`config.mk`:
```
export PLATFORM = sky130hd
export DESIGN_NAME = time_of_day_counter
export DESIGN_NICKNAME = d
export VERILOG_FILES = /design/src/rtl/clock_pkg.sv /design/src/rtl/tick_sync.sv /design/src/rtl/time_of_day_counter.sv
export SDC_FILE = /design/constraint.sdc
export NUM_CORES = 1
export LEC_CHECK = 0
export ABC_AREA = 1
export CAP_MARGIN = 20
export CORE_MARGIN = 2
export CORE_UTILIZATION = 33
export DETAILED_ROUTE_END_ITERATION = 10
export REMOVE_ABC_BUFFERS = 1
export SYNTH_ARGS = -nofsm -noshare
export SYNTH_HDL_FRONTEND = slang
export SYNTH_SLANG_ARGS = --single-unit
```
`constraint.sdc`:
```
create_clock -name clk_in -period 1.19 [get_ports clk_in]
set_clock_uncertainty 0.05 [all_clocks]
set_input_delay 0.238 -clock clk_in [delete_from_list [all_inputs] [get_ports clk_in]]
set_output_delay 0.238 -clock clk_in [all_outputs]
set_load 0.02 [all_outputs]
```
`src/rtl/clock_pkg.sv`:
```
// Shared types and limits for the time-of-day counter.
package clock_pkg;

    typedef struct packed {
        logic [4:0] hr;
        logic [5:0] min;
        logic [5:0] sec;
    } time_t;

    localparam logic [5:0] SEC_MAX = 6'd59;
    localparam logic [5:0] MIN_MAX = 6'd59;

    typedef enum logic {
        PRIME = 1'b0,
        RUN   = 1'b1
    } state_e;

endpackage

```
`src/rtl/tick_sync.sv`:
```
// Synchronizes the divided square wave into clk_i and emits a one-cycle tick per rising edge.
module tick_sync #(
    parameter int SYNC_STAGES = 2
) (
    input  logic clk_i,
    input  logic rst_i,
    input  logic tick_clk_i,
    output logic tick_o
);

    logic [SYNC_STAGES-1:0] sync_q;
    logic [SYNC_STAGES:0]   fill_q;
    logic                   prev_q;
    logic                   synced;

    assign synced = sync_q[SYNC_STAGES-1];

    // fill_q marks when prev_q holds a real sampled level, so a wave already
    // high when reset releases is taken as the baseline rather than an edge.
    always_ff @(posedge clk_i or posedge rst_i) begin
        if (rst_i) begin
            sync_q <= '0;
            fill_q <= '0;
            prev_q <= 1'b0;
        end else begin
            sync_q <= {sync_q[SYNC_STAGES-2:0], tick_clk_i};
            fill_q <= {fill_q[SYNC_STAGES-1:0], 1'b1};
            prev_q <= synced;
        end
    end

    assign tick_o = fill_q[SYNC_STAGES] & synced & ~prev_q;

endmodule

```
`src/rtl/time_of_day_counter.sv`:
```
// Hours:minutes:seconds counter advanced by synchronized second ticks, with a time-set handshake.
// Handshake: a set transfers on a clk_in edge where set_valid & set_ready; set_valid seen while set_ready=0 is ignored.
module time_of_day_counter
    import clock_pkg::*;
#(
    parameter int HOURS_PER_DAY = 24,
    parameter int SYNC_STAGES   = 2
) (
    input  logic       clk_in,
    input  logic       reset,
    input  logic       tick_clk,
    input  logic       run_en,
    input  logic       set_valid,
    output logic       set_ready,
    input  logic [4:0] set_hr,
    input  logic [5:0] set_min,
    input  logic [5:0] set_sec,
    output logic       set_error,
    output logic [4:0] hr,
    output logic [5:0] min,
    output logic [5:0] sec,
    output logic       sec_pulse,
    output logic       min_wrap,
    output logic       day_wrap,
    output state_e     state_dbg_o
);

    localparam logic [4:0] HR_LIMIT = 5'(HOURS_PER_DAY);
    localparam logic [4:0] HR_MAX   = 5'(HOURS_PER_DAY - 1);

    state_e state_q, state_d;
    time_t  time_q, time_d;
    logic   sec_pulse_q, sec_pulse_d;
    logic   min_wrap_q, min_wrap_d;
    logic   day_wrap_q, day_wrap_d;
    logic   set_error_q, set_error_d;
    logic   tick;
    logic   set_fire;
    logic   set_legal;

    tick_sync #(.SYNC_STAGES(SYNC_STAGES)) u_tick_sync (
        .clk_i      (clk_in),
        .rst_i      (reset),
        .tick_clk_i (tick_clk),
        .tick_o     (tick)
    );

    assign set_ready = (state_q == RUN);
    assign set_fire  = set_valid & set_ready;
    assign set_legal = (set_hr < HR_LIMIT) && (set_min <= MIN_MAX) && (set_sec <= SEC_MAX);

    always_comb begin
        state_d     = RUN;
        time_d      = time_q;
        sec_pulse_d = 1'b0;
        min_wrap_d  = 1'b0;
        day_wrap_d  = 1'b0;
        set_error_d = 1'b0;
        // A set in the same cycle as a tick wins; that tick is lost.
        if (set_fire) begin
            if (set_legal) begin
                time_d.hr  = set_hr;
                time_d.min = set_min;
                time_d.sec = set_sec;
            end else begin
                set_error_d = 1'b1;
            end
        end else if (tick && run_en && (state_q == RUN)) begin
            sec_pulse_d = 1'b1;
            if (time_q.sec == SEC_MAX) begin
                time_d.sec = '0;
                min_wrap_d = 1'b1;
                if (time_q.min == MIN_MAX) begin
                    time_d.min = '0;
                    if (time_q.hr == HR_MAX) begin
                        time_d.hr  = '0;
                        day_wrap_d = 1'b1;
                    end else begin
                        time_d.hr = time_q.hr + 5'd1;
                    end
                end else begin
                    time_d.min = time_q.min + 6'd1;
                end
            end else begin
                time_d.sec = time_q.sec + 6'd1;
            end
        end
    end

    always_ff @(posedge clk_in or posedge reset) begin
        if (reset) begin
            state_q     <= PRIME;
            time_q      <= '0;
            sec_pulse_q <= 1'b0;
            min_wrap_q  <= 1'b0;
            day_wrap_q  <= 1'b0;
            set_error_q <= 1'b0;
        end else begin
            state_q     <= state_d;
            time_q      <= time_d;
            sec_pulse_q <= sec_pulse_d;
            min_wrap_q  <= min_wrap_d;
            day_wrap_q  <= day_wrap_d;
            set_error_q <= set_error_d;
        end
    end

    assign hr          = time_q.hr;
    assign min         = time_q.min;
    assign sec         = time_q.sec;
    assign sec_pulse   = sec_pulse_q;
    assign min_wrap    = min_wrap_q;
    assign day_wrap    = day_wrap_q;
    assign set_error   = set_error_q;
    assign state_dbg_o = state_q;

endmodule

```
==> metrics.yaml, run 1 <==
clocking:
  cts_buffer_depth: 2
  clk_latency_ns: 0.28
  h-tree-depth: 1
  cts-buffers-inserted: 3
  cts-root-buf: "clkbuf_8"
  cts_tree: "yes"
  path_clk_slew_ns: 0.11
  ctsHoldBuffers: 0
  cts.sinks: 27
routing:
  drtPass1Iterations: 4
  wl_um: 4290
  drt_iter0_markers: 49
  vias: 1641
  antenna_left: 0
  wire_per_inst_um: 12.2
  drc: 0
  viasPerCell: 4.65
global_route:
  grt_antenna_before_repair: 0
  use_met3_pct: 2.21
  grt_use_met2_pct: 27.6
  grt_use_total_pct: 16.9
  met1_usage_pct: 23.5
  grt_pass1_vias: 1504
  grt-ovfl-total: 0
  grt_max_degree: 28
  gr-max-usage-layer: "met2"
  grt_pass1_wl_um: 6970
outcome:
  violations: "setup timing"
  status: "finished with violations"
placed_design:
  dp_hpwl_um: 2960
  io_buffers: 44
  placed_cells: 337
  gp_congestion: 0.832
power_and_ir_drop:
  leakage_nw: 1.35
  totalPowerFinal_mw: 3.85
  power_density_nw_per_um2: 1510
  worst_ir_drop_vdd_mv: 0.768
finish:
  nFillCells: 462
  final_layout_size_suffix_gt1_share_pct: 37.5
  multiInputGateArea_um2: 892
  area_delta_synth_final_pct: 63.0
  num_antenna_cells: 0
  layout.cells.most_common: "nand2_1"
  stdcell_count: 353
  postLayoutCoreUtil_pct: 54.9
  final_cell_mix: "nand2_1, buf_4, dfrtp_1, nand3_1, buf_6"
  regArea_um2: 679
  fin_nets: 325
synthesis:
  yosys_warnings: 0
  syn_inst: 209
  netlist.area_leader.share_pct: 43.3
  ys_ff_latch: 27
  yosys.area.top_type: "dfrtp_1"
  yosysUniqueCellTypes: 24
  yosysSeqAreaShare_pct: 43.3
  syn_area_per_cell_um2: 7.47
  synth_area_leaders: "dfrtp_1, nand2_1, nand3_1"
  syn_area_um2: 1560
floorplan:
  rows: 25
  initial_core_util_pct: 33.7
  die_area_um2: 5290
  core_um2: 4630
  ioPinCount: 45
  die_h_um: 72.8
  die_x_um: 72.8
timing:
  tns_ns: -2.29
  rsz0062_at_grt: "yes"
  setup_ws_ns: -0.138
  setup_viol: 25
  period_share_pct: 112
  hold_violations: 0
  slew_viol_final: 0
  period_needed_ns: 1.33
  fin_hold_ws_ns: 0.229
  clock.fmax_mhz: 753
critical_path:
  rrSetupSlack_ns: -0.14
  r2r-end: "hr[3]"
  crit_path_max_fanout: 7
  slowest_delay_ns: 0.43
  slowest_stage: "dfrtp_1"
  critPathRequiredTime_ns: 1.37
  critPathLaunchType: "flip-flop"
  cp.arrival_ns: 1.51
  r2r-start: "sec[1]"
  crit_type: "flip-flop to flip-flop"
  crit_path_cell_trace: "ha_4 -> nand2_4 -> nor2_4 -> nand3_4 -> nand2_4 -> nand2_1 -> nand2_1"
  end_kind: "flip-flop"
  reg2regPathDepth: 7
run:
  cap_violations: 0
worst_hold_path:
  holdCritPathClass: "input port to async pin"
[kinds of logic (layout without fill, tap and decap cells)]
group	Yosys count	in the layout	share of synthesized area (%)
AOI/OAI and AO/OA	13	13	4.73
xor gates and xnor gates	5	5	2.81
adders and majority gates	3	3	2.41
buffers and inverters	25	115	7.06
DFF	27	27	43.3
other	1	1	0.240
and+or+nand+nor	135	135	39.5
[power breakdown]
group | switching [mW] | internal (mW)
Clock | 0.316 | 0.238
Sequential | 0.175 | 1.11
Combinational | 1.00 | 1.01
[cell usage after synthesis]
| library cell | n |
|---|---|
| nand2_4 | 3 |
| a31oi_1 | 1 |
| o21ai_0 | 8 |
| ha_1 | 3 |
| inv_1 | 17 |
| xnor2_1 | 3 |
| buf_2 | 1 |
| nand3_4 | 1 |
| buf_4 | 4 |
| o21ai_1 | 1 |
| xor2_1 | 2 |
| o31ai_1 | 1 |
| inv_2 | 3 |
| nand3_2 | 1 |
| nand3_1 | 25 |
| nand2_2 | 1 |
| dfrtp_1 | 27 |
| nor2_1 | 6 |
| o21bai_1 | 2 |
| nand2_1 | 89 |
| nor2_2 | 2 |
| nor2_4 | 2 |
| nand4_1 | 5 |
| conb_1 | 1 |
[metal layers]
layer	wire, um	vias to the layer above
met5	0	-
met4	24	0
met3	157	2
met2	2050	37
met1	2060	762
li1	-	840
[worst max-delay path, delay by kind of cell, from the launching register on]
kind	cells	cell delay, ns
adder cells (fa/ha/maj)	1	0.18
flip-flops	1	0.43
AND/OR/NAND/NOR	6	0.61
[cell type report]
cell class              instances  area share, %
repair buffers                 91           30.7
clock buffers                   3           1.62
inverters                      20           2.95
well taps                      54           2.66
clock inverters                 1          0.295
flip-flops and latches         27           26.7
multi-input cells             157           35.1
[worst max-delay path by stage]
stage | start | endpoint | slack, ns
after global routing | hr[0] | hr[3] | -0.22
after global placement | set_valid | min[5] | -0.41
after detailed placement | set_sec[2] | hr[2] | -0.43
after floorplan | u_tick_sync.fill_q[0] | sec[3] | -0.98
after CTS | hr[0] | hr[3] | -0.18
final | sec[1] | hr[3] | -0.14
[what timing repair did]
action | in CTS | in global routing
setup endpoints to repair | 42 | 27
endpoints found under the hold margin | 0 | 0
resized for setup | 119 | 36
pin swaps | 15 | 10
buffers inserted | 9 | 4
[per-stage QoR]
step	setup slack, ns	instance area [um2]
2_1_floorplan	-0.977	1530
3_3_place_gp	-0.407	2320
3_5_place_dp	-0.430	2320
4_1_cts	-0.179	2410
5_1_grt	-0.217	2540
6_report	-0.138	2540
[sequential cells by signal, indices dropped and copies added (netlist names)]
register,count
day_wrap,1
hr,5
min,6
min_wrap,1
sec,6
sec_pulse,1
set_error,1
u_tick_sync.fill_q,3
u_tick_sync.prev_q,1
u_tick_sync.sync_q,2
Power figures use the tool's default switching activity.
==> run 2: changes to the inputs <==
CORE_UTILIZATION = 51   (was 33)
DONT_BUFFER_PORTS = 1   (was unset)
PLACE_DENSITY = 0.69   (was unset)
==> run 2 against run 1 <==
Net effect:
- the run still ends with setup timing left
- cell count decreased by 17%
- sequential cell count did not move
- worst setup slack lost 0.022 ns
- sequential power about the same
- sequential share of layout area is 4.1 points higher
- fmax shrank 1.7%
- largest cell class unchanged
==> metrics.yaml, run 2 (synthesis gave the netlist of run 1 again) <==
floorplan:
  initial_core_util_pct: 52.4  # was 33.7%
  core_um2: 2980  # was 4630 um2
  die_area_um2: 3520  # was 5290 um2
  rows: 20  # was 25
  ioPinCount: 45  # unchanged
  die_x_um: 59.3  # was 72.8 um
  die_h_um: 59.3  # was 72.8 um
timing:
  slew_viol_final: 0  # unchanged
  hold_violations: 0  # unchanged
  period_needed_ns: 1.35  # was 1.33 ns
  setup_viol: 35  # was 25
  period_share_pct: 113  # was 112%
  setup_ws_ns: -0.160  # was -0.138 ns
  tns_ns: -3.26  # was -2.29 ns
  rsz0062_at_grt: "yes"  # unchanged
  clock.fmax_mhz: 741  # was 753 MHz
routing:
  wire_per_inst_um: 14.6  # was 12.2 um
  drt_iter0_markers: 79  # was 49
  route.met3.wl_um: 188  # was 157 um
  vias: 1637  # was 1641
  antenna_left: 0  # unchanged
  drc: 0  # unchanged
  wl_met2_um: 2300  # was 2050 um
  viasPerCell: 5.57  # was 4.65
  wl_um: 4290  # unchanged
  wl_met1_um: 1740  # was 2060 um
  top_layer: "met4"  # unchanged
  drtPass1Iterations: 4  # unchanged
critical_path:
  end_kind: "flip-flop"  # unchanged
  rrSetupSlack_ns: -0.16  # was -0.14 ns
  cp.arrival_ns: 1.59  # was 1.51 ns
  crit_type: "flip-flop to flip-flop"  # unchanged
  r2r-end: "min[2]"  # was hr[3]
  crit_path_max_fanout: 8  # was 7
  critPathRequiredTime_ns: 1.43  # was 1.37 ns
  critPathLaunchType: "flip-flop"  # unchanged
  r2r-start: "sec[0]"  # was sec[1]
  reg2regPathDepth: 7  # unchanged
global_route:
  grt_use_total_pct: 23.7  # was 16.9%
  grt_antenna_before_repair: 0  # unchanged
  grt_pass1_wl_um: 6370  # was 6970 um
  grt-ovfl-total: 0  # unchanged
  grt_pass1_vias: 1538  # was 1504
  grt_max_degree: 23  # was 28
power_and_ir_drop:
  totalPowerFinal_mw: 3.59  # was 3.85 mW
  worst_ir_drop_vdd_mv: 1.12  # was 0.768 mV
  leakage_nw: 1.16  # was 1.35 nW
  power_density_nw_per_um2: 1630  # was 1510 nW/um2
finish:
  multiInputGateArea_um2: 890  # was 892 um2
  area_delta_synth_final_pct: 41.0  # was 63.0%
  nFillCells: 224  # was 462
  num_antenna_cells: 0  # unchanged
  layout.cells.most_common: "nand2_1"  # unchanged
  stdcell_count: 294  # was 353
  postLayoutCoreUtil_pct: 73.9  # was 54.9%
  regArea_um2: 677  # was 679 um2
  final_cell_mix: "nand2_1, buf_4, dfrtp_1, nand3_1, buf_6"  # unchanged
  final_layout_size_suffix_gt1_share_pct: 36.4  # was 37.5%
  fin_nets: 287  # was 325
  finalInstanceArea_um2: 2200  # was 2540 um2
worst_hold_path:
  min-delay-start: "set_hr[1]"
  hold_end: "hr[1]"
  holdCritPathClass: "input port to flip-flop"  # was input port to async pin
  min_path_cells: 4
clocking:
  h-tree-depth: 1  # unchanged
  path_clk_slew_ns: 0.16  # was 0.11 ns
  cts-root-buf: "clkbuf_4"  # was clkbuf_8
  clk_latency_ns: 0.33  # was 0.28 ns
  cts.sinks: 27  # unchanged
  cts-buffers-inserted: 3  # unchanged
  cts_buffer_depth: 2  # unchanged
  cts_tree: "yes"  # unchanged
run:
  cap_violations: 0  # unchanged
placed_design:
  gp_congestion: 0.820  # was 0.832
  placed_cells: 276  # was 337
  place_area_um2: 1870  # was 2320 um2
  io_buffers: 0  # was 44
  dp_hpwl_um: 2880  # was 2960 um
outcome:
  violations: "setup timing"  # unchanged
  status: "finished with violations"  # unchanged
-- run 2: stage by stage --
step	hold slack, ns	setup WS, ns
4_1_cts	0.0304	-0.153
3_3_place_gp	0.0145	-0.114
2_1_floorplan	0.219	-0.977
3_5_place_dp	0.0282	-0.154
6_report	0.0546	-0.160
5_1_grt	0.0365	-0.244
-- run 2: layout make-up --
type,count,area share (%)
Multi-Input combinational cell,157,40.4
Sequential cell,27,30.8
Timing Repair Buffer,53,22.1
Inverter,20,3.41
Tap cell,33,1.88
Clock buffer,3,1.02
Clock inverter,1,0.341
-- run 2: worst max-delay path, stage by stage, from the launching register on --
cell and delay [ns]:
dfrtp_1 0.40, ha_2 0.22, nand2_4 0.07, nor2_4 0.17
nand2_4 0.15, nand2_8 0.13, nand2_2 0.06, nand2_2 0.05
-- run 2: per-layer routing --
layer / global-route usage (%) / vias up
li1: - / 765
met1: 28.0 / 803
met2: 40.8 / 60
met3: 4.15 / 9
met4: 12.0 / 0
met5: 0 / -
-- run 2: what timing repair did --
| action | in CTS | in global routing |
|---|---|---|
| gates resized for setup | 29 | 26 |
| hold buffers | 2 | 0 |
| endpoints found under the setup margin | 38 | 38 |
| setup buffers | 4 | 8 |
| pin swaps | 8 | 15 |
| hold endpoints to repair | 28 | 0 |
-- run 2: worst max path at each step --
stage,startpoint,end
CTS,u_tick_sync.prev_q,hr[2]
finish,sec[0],min[2]
detailed placement,sec[1],hr[2]
global placement,u_tick_sync.fill_q[0],sec[3]
floorplan,u_tick_sync.fill_q[0],sec[3]
global route,hr[0],hr[1]
-- run 2: power breakdown --
group	leakage, nW	switching (mW)	internal, mW
combinational	0.801	1.01	0.885
sequential	0.342	0.163	1.10
clock	0.0139	0.299	0.129
total	1.16	1.47	2.12
==> run 3: changes to the inputs <==
HOLD_SLACK_MARGIN = 0.06   (was unset)
==> run 3 against run 2 <==
Net effect:
- the run still ends with setup timing left
- clock power down 1%
- worst setup slack worse by 0.034 ns
- worst hold slack better by 0.0078 ns
- sequential power hardly changed
- non-clock buffer count increased by 5
- cell count is 1.7% higher
- critical path depth did not move
- fmax is 2.5% lower
- power increased by 0.39%
- via count stayed put
- critical endpoint unchanged
- highest routed layer unchanged
==> metrics.yaml, run 3 (synthesis gave the netlist of run 1 again) <==
clocking:
  cts.sinks: 27  # unchanged
  cts-buffers-inserted: 3  # unchanged
  clk_latency_ns: 0.33  # about the same
  ctsHoldBuffers: 7  # was 2
  cts_tree: "yes"  # unchanged
  h-tree-depth: 1  # unchanged
  path_clk_slew_ns: 0.16  # about the same
  cts-root-buf: "clkbuf_4"  # unchanged
  cts_buffer_depth: 2  # unchanged
timing:
  slew_viol_final: 0  # unchanged
  period_share_pct: 116  # was 113%
  clock.fmax_mhz: 722  # was 741 MHz
  period_needed_ns: 1.38  # was 1.35 ns
  setup_ws_ns: -0.194  # was -0.160 ns
  setup_viol: 34  # was 35
  hold_violations: 0  # unchanged
  rsz0062_at_grt: "yes"  # unchanged
  fin_hold_ws_ns: 0.0625  # was 0.0546 ns
finish:
  stdcell_count: 299  # was 294
  final_layout_size_suffix_gt1_share_pct: 35.7  # was 36.4%
  num_antenna_cells: 0  # unchanged
  layout.cells.most_common: "nand2_1"  # unchanged
  final_cell_mix: "nand2_1, buf_4, dfrtp_1, nand3_1, buf_6"  # unchanged
  fin_nets: 292  # was 287
  area_delta_synth_final_pct: 44.2  # was 41.0%
floorplan:
  ioPinCount: 45  # unchanged
  die_x_um: 59.3  # unchanged
  core_um2: 2980  # unchanged
  die_h_um: 59.3  # unchanged
  rows: 20  # unchanged
  initial_core_util_pct: 52.4  # unchanged
  die_area_um2: 3520  # unchanged
placed_design:
  dp_hpwl_um: 2880  # unchanged
  io_buffers: 0  # unchanged
  gp_congestion: 0.820  # unchanged
  placed_cells: 276  # unchanged
routing:
  antenna_left: 0  # unchanged
  wl_um: 4420  # was 4290 um
  drc: 0  # unchanged
  viasPerCell: 5.47  # was 5.57
  drtPass1Iterations: 4  # unchanged
  drt_iter0_markers: 92  # was 79
  wire_per_inst_um: 14.8  # was 14.6 um
  vias: 1637  # unchanged
critical_path:
  critPathLaunchType: "input port"  # was flip-flop
  cp.arrival_ns: 1.58  # was 1.59 ns
  end_kind: "flip-flop"  # unchanged
  critPathRequiredTime_ns: 1.39  # was 1.43 ns
  crit_type: "input port to flip-flop"  # was flip-flop to flip-flop
  crit_path_max_fanout: 7  # was 8
  rrSetupSlack_ns: -0.17  # was -0.16 ns
power_and_ir_drop:
  totalPowerFinal_mw: 3.60  # was 3.59 mW
  power_density_nw_per_um2: 1600  # was 1630 nW/um2
  leakage_nw: 1.18  # was 1.16 nW
  worst_ir_drop_vdd_mv: 1.11  # was 1.12 mV
global_route:
  grt_use_total_pct: 23.9  # was 23.7%
  grt-ovfl-total: 0  # unchanged
  grt_pass1_wl_um: 6420  # was 6370 um
  grt_pass1_vias: 1533  # was 1538
  grt_max_degree: 23  # unchanged
  grt_antenna_before_repair: 0  # unchanged
outcome:
  violations: "setup timing"  # unchanged
  status: "finished with violations"  # unchanged
worst_hold_path:
  holdCritPathClass: "input port to flip-flop"  # unchanged
run:
  cap_violations: 0  # unchanged
-- run 3: cell types whose count changed in the layout (fill, tap and decap cells not counted) --
cell | previous run | this run
dlygate4sd3_1 | 2 | 7
-- run 3: cell type report --
class	instances	area (um2)
inverter	20	75.1
tap	33	41.3
multi-input combinational	157	890
timing repair buffer	58	537
fill	216	728
clock buffer	3	22.5
clock inverter	1	7.51
sequential	27	677
-- run 3: worst paths after layout --
check | start | to | cells past startpoint
max in group asynchronous | reset | min[2] | 3
max | set_min[5] | min[2] | 7
min | set_hr[1] | hr[1] | 4
min reg2reg | u_tick_sync.sync_q[0] | u_tick_sync.sync_q[1] | 0
min in group asynchronous | reset | u_tick_sync.sync_q[1] | 2
max reg2reg | min[0] | hr[2] | 7
-- run 3: power by group --
part	internal [mW]	switching (mW)
Sequential	1.10	0.163
Clock	0.128	0.293
Combinational	0.897	1.02
Total	2.13	1.47
-- run 3: metrics by stage --
| stage | worst slack (ns) | area [um2] | utilization [%] | setup TNS (ns) |
|---|---|---|---|---|
| 2_1_floorplan | -0.977 | 1530 | - | -16.42 |
| 3_3_place_gp | -0.114 | 1870 | 62.9 | -1.50 |
| 3_5_place_dp | -0.154 | 1870 | 62.9 | -2.28 |
| 4_1_cts | -0.153 | 2100 | 70.7 | -2.59 |
| 5_1_grt | -0.288 | 2250 | 75.5 | -5.94 |
| 6_report | -0.194 | 2250 | 75.5 | -3.65 |
-- run 3: metal layers --
| metal | vias to the layer above | part of all wire, % | global-route usage [%] |
|---|---|---|---|
| li1 | 782 | - | - |
| met1 | 800 | 41 | 27.3 |
| met2 | 49 | 54 | 41.9 |
| met3 | 6 | 4.3 | 5.02 |
| met4 | 0 | 1.3 | 11.7 |
| met5 | - | 0 | 0 |
-- run 3: worst max-delay path: stages --
cell and delay (ns):
dlygate4sd3_1 0.55, nand4_1 0.17, nand4_1 0.19, buf_4 0.21, nand2_8 0.09, nand2_2 0.08, nand2_2 0.05
-- run 3: repair_timing --
item,CTS,global route
endpoints found under the hold margin,35,1
gates resized for setup,29,26
buffers inserted,4,8
pin swaps,8,15
setup endpoints to repair,38,38
cloned,0,0
